==> src/rtl/mem_arbiter.sv <==
// Two-master round-robin arbiter for the picorv32 native memory bus, with a
// bus-timeout watchdog that completes transactions no slave acknowledges.
module mem_arbiter #(
  parameter int          TIMEOUT  = 256,
  parameter logic [31:0] ERR_DATA = 32'hDEAD_BEEF
) (
  input  logic        clk,
  input  logic        reset,
  input  logic        m0_valid,
  input  logic        m0_instr,
  input  logic [31:0] m0_addr,
  input  logic [31:0] m0_wdata,
  input  logic [3:0]  m0_wstrb,
  output logic        m0_ready,
  output logic [31:0] m0_rdata,
  input  logic        m1_valid,
  input  logic        m1_instr,
  input  logic [31:0] m1_addr,
  input  logic [31:0] m1_wdata,
  input  logic [3:0]  m1_wstrb,
  output logic        m1_ready,
  output logic [31:0] m1_rdata,
  output logic        s_valid,
  output logic        s_instr,
  output logic [31:0] s_addr,
  output logic [31:0] s_wdata,
  output logic [3:0]  s_wstrb,
  input  logic        s_ready,
  input  logic [31:0] s_rdata,
  output logic [1:0]  grant,
  output logic        timeout_err,
  output logic [31:0] err_addr
);

  localparam int CW = (TIMEOUT > 0) ? $clog2(TIMEOUT + 1) : 1;
  localparam logic [CW-1:0] CNT_LIM = CW'((TIMEOUT > 0) ? TIMEOUT - 1 : 0);
  localparam bit WD_EN = (TIMEOUT > 0);

  typedef enum logic {IDLE, BUSY} state_t;

  state_t        state_q, state_d;
  logic [1:0]    grant_q, grant_d;
  logic          last_q, last_d;
  logic [CW-1:0] cnt_q, cnt_d;
  logic [31:0]   err_addr_q, err_addr_d;

  logic          busy, gidx;
  logic          sel_valid, sel_instr;
  logic [31:0]   sel_addr, sel_wdata;
  logic [3:0]    sel_wstrb;
  logic          done_ok, to_hit, drop, rdy, pick;
  logic [31:0]   rsp_data;

  // grant_q is one-hot, so bit 1 alone identifies the owner
  always_comb begin
    busy      = (state_q == BUSY);
    gidx      = grant_q[1];
    sel_valid = gidx ? m1_valid : m0_valid;
    sel_instr = gidx ? m1_instr : m0_instr;
    sel_addr  = gidx ? m1_addr  : m0_addr;
    sel_wdata = gidx ? m1_wdata : m0_wdata;
    sel_wstrb = gidx ? m1_wstrb : m0_wstrb;

    drop     = busy && !sel_valid;
    done_ok  = busy && sel_valid && s_ready;
    to_hit   = WD_EN && busy && sel_valid && !s_ready && (cnt_q == CNT_LIM);
    rdy      = done_ok || to_hit;
    rsp_data = to_hit ? ERR_DATA : s_rdata;
  end

  always_comb begin
    s_valid     = busy && sel_valid && !to_hit;
    s_instr     = busy ? sel_instr : 1'b0;
    s_addr      = busy ? sel_addr  : 32'h0;
    s_wdata     = busy ? sel_wdata : 32'h0;
    s_wstrb     = busy ? sel_wstrb : 4'h0;
    m0_ready    = rdy && !gidx;
    m1_ready    = rdy && gidx;
    m0_rdata    = (busy && !gidx) ? rsp_data : 32'h0;
    m1_rdata    = (busy && gidx)  ? rsp_data : 32'h0;
    timeout_err = to_hit;
    grant       = grant_q;
    err_addr    = err_addr_q;
  end

  always_comb begin
    state_d    = state_q;
    grant_d    = grant_q;
    last_d     = last_q;
    cnt_d      = cnt_q;
    err_addr_d = err_addr_q;
    pick       = 1'b0;
    case (state_q)
      IDLE: begin
        cnt_d = '0;
        if (m0_valid || m1_valid) begin
          // on a tie, favour whichever master was not served last
          pick    = (m0_valid && m1_valid) ? !last_q : m1_valid;
          grant_d = pick ? 2'b10 : 2'b01;
          state_d = BUSY;
        end
      end
      BUSY: begin
        if (drop || rdy) begin
          state_d = IDLE;
          grant_d = 2'b00;
          last_d  = gidx;
          cnt_d   = '0;
          if (to_hit && !drop) err_addr_d = sel_addr;
        end else if (WD_EN) begin
          cnt_d = cnt_q + 1'b1;
        end
      end
      default: begin
        state_d = IDLE;
        grant_d = 2'b00;
      end
    endcase
  end

  always_ff @(posedge clk) begin
    if (reset) begin
      state_q    <= IDLE;
      grant_q    <= 2'b00;
      last_q     <= 1'b1;
      cnt_q      <= '0;
      err_addr_q <= 32'h0;
    end else begin
      state_q    <= state_d;
      grant_q    <= grant_d;
      last_q     <= last_d;
      cnt_q      <= cnt_d;
      err_addr_q <= err_addr_d;
    end
  end

endmodule
==> config.mk <==
export PLATFORM = sky130hd
export DESIGN_NAME = mem_arbiter
export DESIGN_NICKNAME = d
export VERILOG_FILES = /design/src/rtl/mem_arbiter.sv
export SDC_FILE = /design/constraint.sdc
export NUM_CORES = 1
export LEC_CHECK = 0
export CAP_MARGIN = 20
export CORE_ASPECT_RATIO = 0.5
export CORE_MARGIN = 8
export CORE_UTILIZATION = 30
export CTS_CLUSTER_SIZE = 20
export DETAILED_ROUTE_END_ITERATION = 8
export GPL_ROUTABILITY_DRIVEN = 0
export GPL_TIMING_DRIVEN = 0
export PLACE_DENSITY_LB_ADDON = 0.1
export SETUP_SLACK_MARGIN = 0.1
export SYNTH_ARGS = -nofsm -noshare
export SYNTH_HDL_FRONTEND = slang
export SYNTH_SLANG_ARGS = --single-unit
export TNS_END_PERCENT = 100
==> constraint.sdc <==
create_clock -name clk -period 2.7 [get_ports clk]
set_clock_uncertainty 0.2 [all_clocks]
set_input_delay 0.54 -clock clk [delete_from_list [all_inputs] [get_ports clk]]
set_output_delay 0.54 -clock clk [all_outputs]
set_load 0.02 [all_outputs]
# Word-level counts from Yosys, hierarchy flattened
# Cells that the tools add are included.
[word_totals]
reg_bits = 45
output_inout_bits = 171
wordCells = 56
[op_classes]
addsub = 1
eq_ne = 3
mux = 22
n_bitwise = 1
reduce_logical = 24
[op_table]
columns = ["cell", "n"]
rows = [
  ["$mux 32", 7],
  ["$pmux 9 s2", 1],
  ["$logic_and 1x1->1", 12],
  ["$add 9x1->9 const B", 1],
  ["$eq 9x8->1 const B", 1],
  ["$mux 9", 1],
  ["$mux 4", 2],
  ["$logic_not 1->1", 6],
  ["$mux 1", 6],
  ["$mux 2", 3],
  ["$pmux 2 s2", 1],
  ["$reduce_and 2->1", 2],
  ["$logic_or 1x1->1", 3],
  ["$reduce_and 3->1", 1],
  ["$ne 2x1->1 const B", 1],
  ["$ne 2x2->1 const B", 1],
  ["$pmux 1 s2", 1],
  ["$not 1->1", 1],
]

# Logic depth before layout (Yosys ltp)
[depth]
ltp_word = 8
mapped_depth = 9

# Worst setup path after synthesis
# OpenSTA, ideal clock, no wires.
[synth_path]
path_kind = "reg2out"
startpoint = "register cnt_q[0]"
endpoint = "output m1_rdata[18]"
t_arrival_ns = 2.006
required_time_ns = 1.960
setup_slack_ns = -0.046
stages_incl_launch_ff = 10
cell_sequence = "dfxtp_1 -> ha_1 -> nand2_1 -> nor3_1 -> ha_1 -> nor2b_1 -> and3_4 -> buf_6 -> buf_4 -> o21a_1"
[synth_between]
elab_chain_len = 4
[synth_rtl]
columns = ["item", "line", "source"]
rows = [
  ["from (decl)", "44", "logic [CW-1:0] cnt_q, cnt_d;"],
  ["from (signal assigned)", "132", "cnt_q <= cnt_d;"],
  ["$eq 9x8->1", "66", "to_hit = WD_EN && busy && sel_valid && !s_ready && (cnt_q == CNT_LIM);"],
  ["$logic_and 1x1->1", "66", ""],
  ["via timeout_err", "31", "output logic timeout_err,"],
  ["$mux 32", "68", "rsp_data = to_hit ? ERR_DATA : s_rdata;"],
  ["$mux 32", "80", "m1_rdata = (busy && gidx) ? rsp_data : 32'h0;"],
  ["to (decl)", "22", "output logic [31:0] m1_rdata,"],
]
# The timed path passes the listed nets, and every way through them passes these cells.

# Final worst setup path
[layout_path]
startpoint = "register cnt_q[1]"
endpoint = "output m0_rdata[27]"
[layout_between]
elab_chain_len = 4
[layout_rtl]
columns = ["item", "line", "source"]
rows = [
  ["$eq 9x8->1", "66", ""],
  ["$logic_and 1x1->1", "66", ""],
  ["$mux 32", "68", ""],
  ["$mux 32", "79", "m0_rdata = (busy && !gidx) ? rsp_data : 32'h0;"],
  ["to (decl)", "15", "output logic [31:0] m0_rdata,"],
]
# Every way passes these cells.

==> impl.org <==
** Routing
- Detail-routed net length per standard cell :: 21.17 um
- Across all layers, the routed design uses 4728 vias.
- Vias per Instance :: 5.024
- Total wire length after detailed routing :: 19.92 mm
- Detailed-route DRC error count :: 0
- DRT antenna net count :: 0
- 1st-pass router iterations :: 4
- DR iter-0 viols :: 205

** Status
- The flow ran to the end, but the final reports show violations.
- The final reports fail on negative setup slack.

** Place
- Buffers on Ports :: 343
- Once placement finished, the instance area stood at 7157 um^2.
- The HPWL after detailed placement is 15.23 mm.
- Pre-CTS setup slack :: -811.4 ps

** Global routing
- The via count of the first global-routing pass was 4819.
- Entering global routing, the biggest net connects 14 pins.
- Total GRT Usage :: 22.71%
- Global-route wire length before repair :: 27.97 mm
- The number of antenna violations at the first check in global routing was 0.
- Summed over all layers, the global routing overflow is 0.

** Cells and area
- Proportion of layout cells with a drive suffix above 1 :: 37.69%
- Growth of design area from synthesis to finish :: 141.8%
- Fill cells in the final layout number 798.
- Most common cell after layout, fill and taps aside :: sky130_fd_sc_hd__clkdlybuf4s50_1
- Final cell utilization of the core :: 75.60%
- In the final design database the tool counted 972 nets.
- The repair_antennas step left the layout with diodes totalling 0.
- With fillers left out, the area of the finished cells amounts to 8428 um^2.
- In the layout the commonest cells are 205 x sky130_fd_sc_hd__clkdlybuf4s50_1, 78 x sky130_fd_sc_hd__nor2_1, 70 x sky130_fd_sc_hd__buf_6.

** Critical path
- Crit path DAT :: 2130 ps
- Slack of the worst reg-to-reg path :: 280 ps
- Crit path buf inv count :: 3
- Dominant delay contributor by cell family on the critical path :: simple AND/OR/NAND/NOR gates
- Type of the worst setup path :: flip-flop to primary output
- At the worst endpoint, the required time is 1960 ps.
- Critical Path Max Stage Delay :: 350 ps
- CP Max Fanout :: 10
- Cell-by-cell trace of the critical path :: ha_4, nand2_4, nor3_4, ha_2, nor2b_4, and3_4, buf_12, buf_8, o21a_2, buf_6
- Worst Setup Start Kind :: flip-flop
- The slowest stage of the critical path belongs to the cell sky130_fd_sc_hd__dfxtp_2.
- Critical path endpoint category :: primary output

** Power and ir drop
- Cell Pwr Density :: 290.7 nW/um^2
- Maximum ir drop on the vdd rail :: 0.2400 mV
- For this design the static power due to leakage is 3.271 nW.
- Tot Pwr :: 0.002450 W

** Synth
- Syn avg cell area :: 8.339 um^2
- Synth Flop Type :: sky130_fd_sc_hd__dfxtp_1
- sky130_fd_sc_hd__dfxtp_1 takes more of the synthesized area than any other cell.
- Synth top area cells :: sky130_fd_sc_hd__dfxtp_1 26%, sky130_fd_sc_hd__mux2i_1 20%, sky130_fd_sc_hd__a211oi_2 11%, sky130_fd_sc_hd__o21a_1 10%, sky130_fd_sc_hd__nor2_1 8.4%
- After technology mapping, the gate count stands at 418.
- Cell Area, Synth :: 3486 um^2
- Synth cell types :: 38
- In the synthesized netlist the async set-or-reset flop fraction comes to 0%.
- When the netlist entered floorplanning its net count stood at 595.
- Fraction of synthesized cell area taken by the top area cell type :: 25.84%
- Number of flops mapped to enable cells by yosys :: 0
- Sequential share of the synthesized area :: 25.84%
- Post-synthesis sequential element count :: 45
- The Yosys step of the flow raised 0 warnings.

** Timing
- Ratio of final minimum period to clock period :: 106.1%
- The number of max-slew violations in the final report was 0.
- Final-report hold violation count :: 0
- The smallest clock period supported by the final layout is computed as 2866 ps.
- For this run, the top clock speed supported by timing is 348.9 MHz.
- Final-report setup violation count :: 65
- For the pin with the worst max-slew slack, the measured transition is 749.7 ps.
- Worst max-slew margin expressed relative to the limit :: 50.02%
- Setup repair after global routing could not meet its margin everywhere.
- Worst Setup Slack, final :: -165.8 ps

** Floorplan
- The initial utilization of the core area, before any placement, comes to 31.27%.
- Row cnt :: 27
- Area of the die :: 15530 um^2
- Count of boundary I/O pins :: 346
- From left edge to right edge, the die measures 168.4 um.
- The floorplan step defined a core boundary enclosing 11150 um^2.
- Height of the die :: 92.22 um

** Run
- Max-cap violations in this run came to 0.

** Clock network
- After clock tree synthesis, the clock-pin slew on the worst setup and hold paths is 60 ps.
- H-tree depth :: 2
- Counting every sink on the clock net gives 45.
- In this run, CTS created clock tree buffers numbering 5.
- After clock tree synthesis, the flow added hold-fix buffers numbering 0.
- CTS root buffer :: sky130_fd_sc_hd__clkbuf_16
- Counting along the longest clock path gives a buffer depth of 2.
- TritonCTS built the clock tree.
- Clock latency on the worst-skew pair, taken at its later pin, is 290 ps.

** Hold path
- The worst hold path belongs to the class flip-flop to flip-flop.
==> synthesized netlist by cell type, types with 2 or more instances <==
| cell | n |
|---|---|
| sky130_fd_sc_hd__a21oi_1 | 36 |
| sky130_fd_sc_hd__nand3_1 | 4 |
| sky130_fd_sc_hd__nor2b_1 | 3 |
| sky130_fd_sc_hd__buf_2 | 19 |
| sky130_fd_sc_hd__nand2_1 | 6 |
| sky130_fd_sc_hd__inv_1 | 3 |
| sky130_fd_sc_hd__or3_1 | 3 |
| sky130_fd_sc_hd__a211oi_2 | 31 |
| sky130_fd_sc_hd__o21ai_0 | 6 |
| sky130_fd_sc_hd__mux2i_1 | 70 |
| sky130_fd_sc_hd__and2_1 | 17 |
| sky130_fd_sc_hd__nor2_1 | 78 |
| sky130_fd_sc_hd__dfxtp_1 | 45 |
| sky130_fd_sc_hd__nor3_1 | 2 |
| sky130_fd_sc_hd__clkbuf_1 | 19 |
| sky130_fd_sc_hd__ha_1 | 2 |
| sky130_fd_sc_hd__buf_6 | 5 |
| sky130_fd_sc_hd__o21a_1 | 48 |
| sky130_fd_sc_hd__xor2_1 | 2 |
==> worst register-to-register path, cell delays in order, from the launching register on <==
cell and delay, ps:
sky130_fd_sc_hd__dfxtp_2 350, sky130_fd_sc_hd__ha_4 150, sky130_fd_sc_hd__nand2_4 60, sky130_fd_sc_hd__nor3_4 130
sky130_fd_sc_hd__ha_2 210, sky130_fd_sc_hd__buf_4 100, sky130_fd_sc_hd__buf_4 110, sky130_fd_sc_hd__and3b_1 150
sky130_fd_sc_hd__clkbuf_1 230, sky130_fd_sc_hd__clkbuf_2 320, sky130_fd_sc_hd__a21oi_1 140, sky130_fd_sc_hd__a211oi_2 200
==> area by class of cell <==
| class | count | area [um^2] | share of cell area, % |
|---|---|---|---|
| clock inverters | 2 | 10.01 | 0.1188 |
| repair buffers | 370 | 3661 | 43.44 |
| well taps | 145 | 181.4 | 2.153 |
| multi-input cells | 325 | 3088 | 36.64 |
| plain buffers | 45 | 431.7 | 5.122 |
| clock buffers | 6 | 128.9 | 1.529 |
| inverters | 3 | 11.26 | 0.1336 |
| flip-flops and latches | 45 | 915.9 | 10.87 |
==> metrics by stage <==
stage	std cells	hold slack, ps	setup TNS (ps)
6_report	941	295.4	-7969
5_1_grt	941	315.7	-11580
4_1_cts	923	291.0	-7998
3_5_place_dp	906	267.2	-49760
3_3_place_gp	906	261.7	-48470
2_1_floorplan	418	241.7	0
==> path summary, 6_finish.rpt <==
path / from / to / cells past startpoint
worst max-delay path: cnt_q[1]$_SDFF_PP0_ / m0_rdata[27] / 10
worst max register to register: cnt_q[1]$_SDFF_PP0_ / err_addr[25]$_SDFFE_PP0P_ / 11
worst min register to register: cnt_q[7]$_SDFF_PP0_ / cnt_q[7]$_SDFF_PP0_ / 2
worst min-delay path: cnt_q[7]$_SDFF_PP0_ / cnt_q[7]$_SDFF_PP0_ / 2
==> what timing repair did <==
action,4_1_cts,5_1_grt
cloned,1,5
setup endpoints to repair,147,115
buffers inserted,8,13
gates resized for setup,537,202
pin swaps,10,28
==> registers in the layout (all words and copies together), names as in the netlist <==
signal,flops
busy,1
err_addr,32
cnt_q,9
grant,2
last_q,1
==> per-layer routing <==
metal / track usage [%] / vias to the layer above / routed length, um
li1: - / 2243 / -
met1: 23.48 / 2270 / 7329
met2: 43.72 / 191 / 10480
met3: 8.251 / 24 / 1743
met4: 4.649 / 0 / 376
met5: 0 / - / 0
==> kinds of logic (layout without fill, tap and decap cells) <==
kind of cell / count (synthesis) / in the layout / synth area share, %
flip-flops: 45 / 45 / 25.84
XOR/XNOR: 3 / 3 / 0.7539
AO/OA/AOI/OAI: 130 / 130 / 29.65
multiplexers: 71 / 71 / 20.53
AND/OR/NAND/NOR: 119 / 119 / 15.47
buffers and inverters: 48 / 426 / 7.035
adder cells (fa/ha/maj): 2 / 2 / 0.7178
==> report_power, final <==
group,internal [W],total (W),switching [W]
combinational,0.000621,0.00118,0.000555
sequential,0.000668,0.000675,0.00000663
clock,0.000340,0.000599,0.000259
total,0.00163,0.00245,0.000821
(Power assumes the default switching activity.)
